### config.mk
export PLATFORM = sky130hd
export DESIGN_NAME = furnace_sensor_scan_flat
export DESIGN_NICKNAME = d
export VERILOG_FILES = /design/src/rtl/furnace_pkg.sv /design/src/rtl/furnace_sensor_scan_if.sv /design/src/rtl/sensor_iir_filter.sv /design/src/rtl/furnace_sensor_scan.sv /design/src/flat_wrapper.sv
export SDC_FILE = /design/constraint.sdc
export NUM_CORES = 1
export LEC_CHECK = 0
export CELL_PAD_IN_SITES_DETAIL_PLACEMENT = 1
export CELL_PAD_IN_SITES_GLOBAL_PLACEMENT = 2
export CORE_ASPECT_RATIO = 1.1
export CORE_MARGIN = 5
export CORE_UTILIZATION = 30
export DETAILED_ROUTE_END_ITERATION = 8
export PLACE_DENSITY_LB_ADDON = 0.1
export SLEW_MARGIN = 10
export SYNTH_ARGS = -nofsm -noshare
export SYNTH_HDL_FRONTEND = slang
export SYNTH_SLANG_ARGS = --single-unit
### constraint.sdc
create_clock -name clk -period 5.1 [get_ports clk]
set_input_delay 0.765 -clock clk [delete_from_list [all_inputs] [get_ports clk]]
set_output_delay 0.765 -clock clk [all_outputs]
set_load 0.03 [all_outputs]
### src/rtl/furnace_pkg.sv
// Shared definitions for the furnace sensor scan block: channel indices,
// the ADC open-circuit code, saturation limits, scan FSM encoding and
// the saturation helpers used when publishing filtered values.
package furnace_pkg;

    localparam logic [1:0] CH_CO   = 2'd0;
    localparam logic [1:0] CH_ETH  = 2'd1;
    localparam logic [1:0] CH_MF   = 2'd2;
    localparam logic [1:0] CH_TEMP = 2'd3;

    // An unconnected sensor makes the ADC rail to full scale.
    localparam logic [15:0] ADC_OPEN = 16'hFFFF;

    localparam logic [15:0] SAT_8BIT  = 16'd255;
    localparam logic [15:0] SAT_12BIT = 16'd4095;

    typedef enum logic [2:0] {
        ST_IDLE = 3'd0,
        ST_REQ  = 3'd1,
        ST_FILT = 3'd2,
        ST_NEXT = 3'd3,
        ST_PUB  = 3'd4
    } scan_state_t;

    function automatic logic [7:0] sat_8(input logic [15:0] v);
        return (v > SAT_8BIT) ? 8'hFF : v[7:0];
    endfunction

    function automatic logic [11:0] sat_12(input logic [15:0] v);
        return (v > SAT_12BIT) ? 12'hFFF : v[11:0];
    endfunction

endpackage

### src/rtl/furnace_sensor_scan_if.sv
// ADC request/acknowledge link between the scan block (master) and the
// converter (slave).
//
// Handshake: the master raises adc_req with adc_ch stable and holds both
// until it sees adc_ack or gives up on a timeout. The slave answers with a
// single-cycle adc_ack pulse; adc_data is valid only in that cycle. The
// master drops adc_req in the cycle after the ack. An ack while adc_req is
// low carries no meaning and is ignored.
interface furnace_sensor_scan_if;
    logic        adc_req;
    logic [1:0]  adc_ch;
    logic        adc_ack;
    logic [15:0] adc_data;

    modport master (output adc_req, output adc_ch, input adc_ack, input adc_data);
    modport slave  (input adc_req, input adc_ch, output adc_ack, output adc_data);
endinterface

### src/rtl/sensor_iir_filter.sv
// One channel of first-order IIR smoothing: y += (x - y) >>> FILT_SHIFT.
// The first accepted sample loads y directly so the output does not ramp
// up from zero after reset.
module sensor_iir_filter #(
    parameter int FILT_SHIFT = 2
) (
    input  logic        clk,
    input  logic        reset,
    input  logic        en,
    input  logic [15:0] x,
    output logic [15:0] y,
    output logic        primed
);

    logic signed [16:0] diff;
    logic signed [16:0] step;
    logic signed [16:0] sum;
    logic [15:0]        y_next;
    logic               sum_msb_unused;

    // 17-bit signed step; the result always lands back inside 0..65535.
    always_comb begin
        diff = $signed({1'b0, x}) - $signed({1'b0, y});
        step = diff >>> FILT_SHIFT;
        sum  = $signed({1'b0, y}) + step;
        {sum_msb_unused, y_next} = sum;
    end

    // Filter state: prime on the first sample, then track.
    always_ff @(posedge clk or posedge reset) begin
        if (reset) begin
            y      <= '0;
            primed <= 1'b0;
        end else if (en) begin
            if (!primed) begin
                y      <= x;
                primed <= 1'b1;
            end else begin
                y <= y_next;
            end
        end
    end

endmodule

### src/rtl/furnace_sensor_scan.sv
// Scans the four furnace ADC channels on a fixed period, smooths each one,
// saturates to the controller's widths and maintains a persistence-filtered
// fault flag from ADC timeouts and open-circuit codes.
module furnace_sensor_scan
    import furnace_pkg::*;
#(
    parameter int SCAN_DIV      = 1000,
    parameter int ACK_TIMEOUT   = 64,
    parameter int FILT_SHIFT    = 2,
    parameter int FAULT_PERSIST = 3
) (
    input  logic                         clk,
    input  logic                         reset,
    furnace_sensor_scan_if.master        adc,
    output logic [7:0]                   CO,
    output logic [7:0]                   ethanol,
    output logic [11:0]                  massflow,
    output logic [15:0]                  temperature,
    output logic                         fault,
    output logic                         sample_valid,
    output logic [3:0]                   chan_err,
    output logic [2:0]                   state_dbg
);

    localparam logic [15:0] SCAN_LAST = 16'(SCAN_DIV - 1);
    localparam logic [7:0]  TO_LAST   = 8'(ACK_TIMEOUT - 1);
    localparam logic [3:0]  PERSIST_M1 = 4'(FAULT_PERSIST - 1);

    scan_state_t state;
    logic [15:0] scan_cnt;
    logic        tick;
    logic [7:0]  to_cnt;
    logic [1:0]  ch;
    logic        adc_req_q;
    logic [15:0] cap;
    logic [3:0]  err;
    logic [3:0]  bad_cnt;
    logic [3:0]  good_cnt;
    logic [3:0]  filt_en;
    logic [15:0] y [4];
    logic [3:0]  primed;

    assign adc.adc_req = adc_req_q;
    assign adc.adc_ch  = ch;
    assign state_dbg   = state;
    assign tick        = (scan_cnt == SCAN_LAST);

    // Free-running scan period counter; tick marks the wrap.
    always_ff @(posedge clk or posedge reset) begin
        if (reset) begin
            scan_cnt <= '0;
        end else if (tick) begin
            scan_cnt <= '0;
        end else begin
            scan_cnt <= scan_cnt + 16'd1;
        end
    end

    // Only the channel being filtered advances, and an open-circuit code
    // never reaches the filter.
    always_comb begin
        filt_en = '0;
        if (state == ST_FILT && cap != ADC_OPEN) begin
            filt_en[ch] = 1'b1;
        end
    end

    for (genvar i = 0; i < 4; i++) begin : g_filt
        sensor_iir_filter #(.FILT_SHIFT(FILT_SHIFT)) u_filt (
            .clk    (clk),
            .reset  (reset),
            .en     (filt_en[i]),
            .x      (cap),
            .y      (y[i]),
            .primed (primed[i])
        );
    end

    // Scan sequencer with registered ADC request, outputs and fault filter.
    always_ff @(posedge clk or posedge reset) begin
        if (reset) begin
            state        <= ST_IDLE;
            to_cnt       <= '0;
            ch           <= '0;
            adc_req_q    <= 1'b0;
            cap          <= '0;
            err          <= '0;
            bad_cnt      <= '0;
            good_cnt     <= '0;
            CO           <= '0;
            ethanol      <= '0;
            massflow     <= '0;
            temperature  <= '0;
            fault        <= 1'b0;
            sample_valid <= 1'b0;
            chan_err     <= '0;
        end else begin
            sample_valid <= 1'b0;
            case (state)
                ST_IDLE: begin
                    // Ticks arriving mid-scan are simply not seen here.
                    if (tick) begin
                        ch        <= CH_CO;
                        err       <= '0;
                        to_cnt    <= '0;
                        adc_req_q <= 1'b1;
                        state     <= ST_REQ;
                    end
                end
                ST_REQ: begin
                    if (adc.adc_ack) begin
                        cap       <= adc.adc_data;
                        adc_req_q <= 1'b0;
                        state     <= ST_FILT;
                    end else if (to_cnt == TO_LAST) begin
                        err[ch]   <= 1'b1;
                        adc_req_q <= 1'b0;
                        state     <= ST_NEXT;
                    end else begin
                        to_cnt <= to_cnt + 8'd1;
                    end
                end
                ST_FILT: begin
                    if (cap == ADC_OPEN) begin
                        err[ch] <= 1'b1;
                    end
                    state <= ST_NEXT;
                end
                ST_NEXT: begin
                    if (ch == CH_TEMP) begin
                        state <= ST_PUB;
                    end else begin
                        ch        <= ch + 2'd1;
                        to_cnt    <= '0;
                        adc_req_q <= 1'b1;
                        state     <= ST_REQ;
                    end
                end
                ST_PUB: begin
                    // Errored or never-primed channels keep their last value.
                    if (!err[CH_CO] && primed[CH_CO])
                        CO <= sat_8(y[CH_CO]);
                    if (!err[CH_ETH] && primed[CH_ETH])
                        ethanol <= sat_8(y[CH_ETH]);
                    if (!err[CH_MF] && primed[CH_MF])
                        massflow <= sat_12(y[CH_MF]);
                    if (!err[CH_TEMP] && primed[CH_TEMP])
                        temperature <= y[CH_TEMP];
                    chan_err     <= err;
                    sample_valid <= 1'b1;
                    if (|err) begin
                        good_cnt <= '0;
                        if (bad_cnt != 4'hF) bad_cnt <= bad_cnt + 4'd1;
                        if (bad_cnt >= PERSIST_M1) fault <= 1'b1;
                    end else begin
                        bad_cnt <= '0;
                        if (good_cnt != 4'hF) good_cnt <= good_cnt + 4'd1;
                        if (good_cnt >= PERSIST_M1) fault <= 1'b0;
                    end
                    state <= ST_IDLE;
                end
                default: state <= ST_IDLE;
            endcase
        end
    end

endmodule

### src/flat_wrapper.sv
// flat-port wrapper written by rule: the top's interface ports become plain ports
module furnace_sensor_scan_flat import furnace_pkg::*;
#(
    parameter int SCAN_DIV      = 1000,
    parameter int ACK_TIMEOUT   = 64,
    parameter int FILT_SHIFT    = 2,
    parameter int FAULT_PERSIST = 3
)
  (clk, reset, CO, ethanol, massflow, temperature, fault, sample_valid, chan_err, state_dbg, adc_adc_req, adc_adc_ch, adc_adc_ack, adc_adc_data);
  furnace_sensor_scan_if adc_i ();
  input  logic clk;
  input  logic reset;
  output logic [7:0] CO;
  output logic [7:0] ethanol;
  output logic [11:0] massflow;
  output logic [15:0] temperature;
  output logic fault;
  output logic sample_valid;
  output logic [3:0] chan_err;
  output logic [2:0] state_dbg;
  output wire logic [$bits(adc_i.adc_req)-1:0] adc_adc_req;
  output wire logic [$bits(adc_i.adc_ch)-1:0] adc_adc_ch;
  input wire logic [$bits(adc_i.adc_ack)-1:0] adc_adc_ack;
  input wire logic [$bits(adc_i.adc_data)-1:0] adc_adc_data;
  assign adc_adc_req = adc_i.adc_req;
  assign adc_adc_ch = adc_i.adc_ch;
  assign adc_i.adc_ack = adc_adc_ack;
  assign adc_i.adc_data = adc_adc_data;
  furnace_sensor_scan #(.SCAN_DIV(SCAN_DIV), .ACK_TIMEOUT(ACK_TIMEOUT), .FILT_SHIFT(FILT_SHIFT), .FAULT_PERSIST(FAULT_PERSIST)) u_core (.clk(clk), .reset(reset), .adc(adc_i), .CO(CO), .ethanol(ethanol), .massflow(massflow), .temperature(temperature), .fault(fault), .sample_valid(sample_valid), .chan_err(chan_err), .state_dbg(state_dbg));
endmodule
==> qor.yml <==
worstHoldEndpoint: "u_core.temperature[8]$_DFFE_PP0P_"
dp.cells: 2011
cts_tree: "built"
dr.pass1.iters: 4
h-tree-depth: 4
hpwl_mm: 27.95
postSynth.asyncResetShare_pct: 100.0
cp.depth: 17
outcome: "finished, final reports clean"
rsz0062_at_grt: "no"
vias: 10200
finalSetupViolCount: 0
crit_family: "compound AO/OA/AOI/OAI gates"
fin_skew_ns: 0.01393
wire_per_inst_um: 17.97
die_x_um: 205.4
clockBufferDepth: 2
fmax_mhz: 225.2
drive_gt1_share_pct: 6.478
setup_tns_ns: 0
worstPathCellList: "ha_1 -> a21o_1 -> a31o_2 -> and2_1 -> o21a_1 -> o21a_1 -> nor2_1 -> xnor2_1 -> ha_1 -> a21oi_1 -> o211ai_1 -> nand3_1 -> nand2_1 -> o41ai_1 -> nor3_1 -> a2111oi_0 -> nand2_1"
die_area_um2: 46190
core_um2: 41380
maxCapViolations: 0
crit_buf_inv: 0
worstHoldPathCells: 2
antenna_cells: 0
cts.repair.resized: 0
synth_area_um2: 12600
max_stage_delay_ns: 0.66
end_kind: "flip-flop"
critical_path_class: "reg2reg"
avgSynthCellArea_um2: 9.043
fin_crit_sh_pct: 87.07
slew_headroom_pct: 29.13
yosys_warnings: 0
synth_area_leaders: "dfrtp_1 35%, ha_1 14%, nand2_1 4.8%"
grt_pass1_wl_mm: 60.26
cts_buffers: 17
syn_inst: 1393
synth_fp_nets: 1554
fin_crit_ns: 4.441
drt_wl_total_mm: 36.70
rrSetupSlack_ns: 0.66
synth_area_leader_cell: "dfrtp_1"
finalWeightedCongestion: 0.8008
grt_overflow: 0
grt_pass1_vias: 10930
fin_cells: 2042
area_growth_pct: 16.57
final_hold_viol_count: 0
r2r_end: "u_core.g_filt[2].u_filt.y[15]$_DFFE_PP0P_"
ctsHoldBuffers: 0
ys_ff_latch: 176
cp_slowest_cell: "dfrtp_1"
worst_pin_slew_ns: 1.060
num-nets-final: 1631
grt_antenna_before_repair: 0
ant_nets: 0
yosysSeqAreaShare_pct: 34.96
cp_data_arrival_time_ns: 4.77
cp.required_ns: 5.43
clock-sinks: 176
cts_root_buf: "clkbuf_16"
fin_util_pct: 35.49
insertion_delay_ns: 0.46
hold_class: "reg2reg"
pin_count: 75
synth_top_area_share_pct: 34.96
start_util_pct: 30.44
layout_common_cells: "176 x dfrtp_1, 161 x nand2_1, 138 x ha_1"
portBuffers: 74
cp_max_fo: 10
synth_edf_count: 0
drv_slew: 0
rr_startpoint: "u_core.cap[2]$_DFFE_PP0P_"
startpoint_type: "flip-flop"
vias_per_cell: 4.993
track_usage_pct: 16.40
fp.dieH_um: 224.9
std_cell_rows: 78
drc: 0
path_clk_slew_ns: 0.07
grt_max_degree: 98
ys_types: 78
drt-initial-drc-count: 402
post_cts_buffers: 0
r2r_cells: 17
layout_commonest_cell: "dfrtp_1"
synth_ff_type: "dfrtp_1"
hold_start: "u_core.temperature[8]$_DFFE_PP0P_"
[metrics by stage]
step	worst slack [ns]	cell area, µm²	hold slack [ns]
4_1_cts	0.5699	14680	0.4800
3_3_place_gp	0.6490	14070	0.4624
3_5_place_dp	0.5699	14070	0.4598
6_report	0.6593	14680	0.4751
2_1_floorplan	1.263	12600	0.4385
5_1_grt	0.2379	14680	0.4927
[worst min-delay path: stages, from the launching register on]
cell,delay (ns)
dfrtp_1,0.34
nand2_1,0.05
o21ai_0,0.06
[layer usage]
layer	part of all wire, %	GRT usage, %	routed length, µm
met5	0	0	0
met4	1.8	4.322	655
met3	2.5	2.202	907
met2	47	27.50	17380
met1	48	22.37	17750
[registers in the layout, indices dropped and copies added, names as in the netlist]
name / cells
u_core.sample_valid: 1
u_core.bad_cnt: 4
u_core.ethanol: 8
u_core.state_dbg: 3
u_core.g_filt.u_filt.y: 64
u_core.fault: 1
u_core.massflow: 12
u_core.temperature: 16
u_core.adc.adc_ch: 2
u_core.g_filt.u_filt.primed: 4
u_core.to_cnt: 8
u_core.adc.adc_req: 1
u_core.CO: 8
u_core.good_cnt: 4
u_core.cap: 16
u_core.chan_err: 4
u_core.err: 4
u_core.scan_cnt: 16
[worst max path at each step]
stage / startpoint / to
final: u_core.cap[2]$_DFFE_PP0P_ / u_core.g_filt[2].u_filt.y[15]$_DFFE_PP0P_
after floorplan: u_core.cap[2]$_DFFE_PP0P_ / u_core.g_filt[0].u_filt.y[15]$_DFFE_PP0P_
after global placement: u_core.cap[2]$_DFFE_PP0P_ / u_core.g_filt[2].u_filt.y[14]$_DFFE_PP0P_
after global routing: u_core.cap[5]$_DFFE_PP0P_ / u_core.g_filt[2].u_filt.y[15]$_DFFE_PP0P_
after CTS: u_core.cap[2]$_DFFE_PP0P_ / u_core.g_filt[0].u_filt.y[15]$_DFFE_PP0P_
after detailed placement: u_core.cap[2]$_DFFE_PP0P_ / u_core.g_filt[0].u_filt.y[15]$_DFFE_PP0P_
[cells by family after synthesis]
logic type / share of synthesized area, %
muxes: 5.344
buffers and inverters: 3.645
DFF: 34.96
adders and majority gates: 14.34
xor gates and xnor gates: 7.718
AOI/OAI and AO/OA: 17.90
and+or+nand+nor: 16.09
[cell usage after synthesis, types with 30 or more instances]
master    number
dfrtp_1      176
nand2_1      161
ha_1         138
o21ai_0      109
nor2_1        93
a21oi_1       88
inv_1         79
xnor2_1       67
mux2i_1       47
xor2_1        44
a21o_1        38
nand3_1       36
clkbuf_1      30
[final cells by class]
type,count,area (µm²)
fillers,4866,26700
multi-input cells,1099,7734
flip-flops and latches,176,4404
repair buffers,96,930.9
well taps,560,700.7
clock buffers,21,460.4
inverters,80,304.0
clock inverters,10,150.1
Power is left out: the tool's default activity adds up to more than one toggle a clock period on the data nets, which glitch-free logic cannot reach.
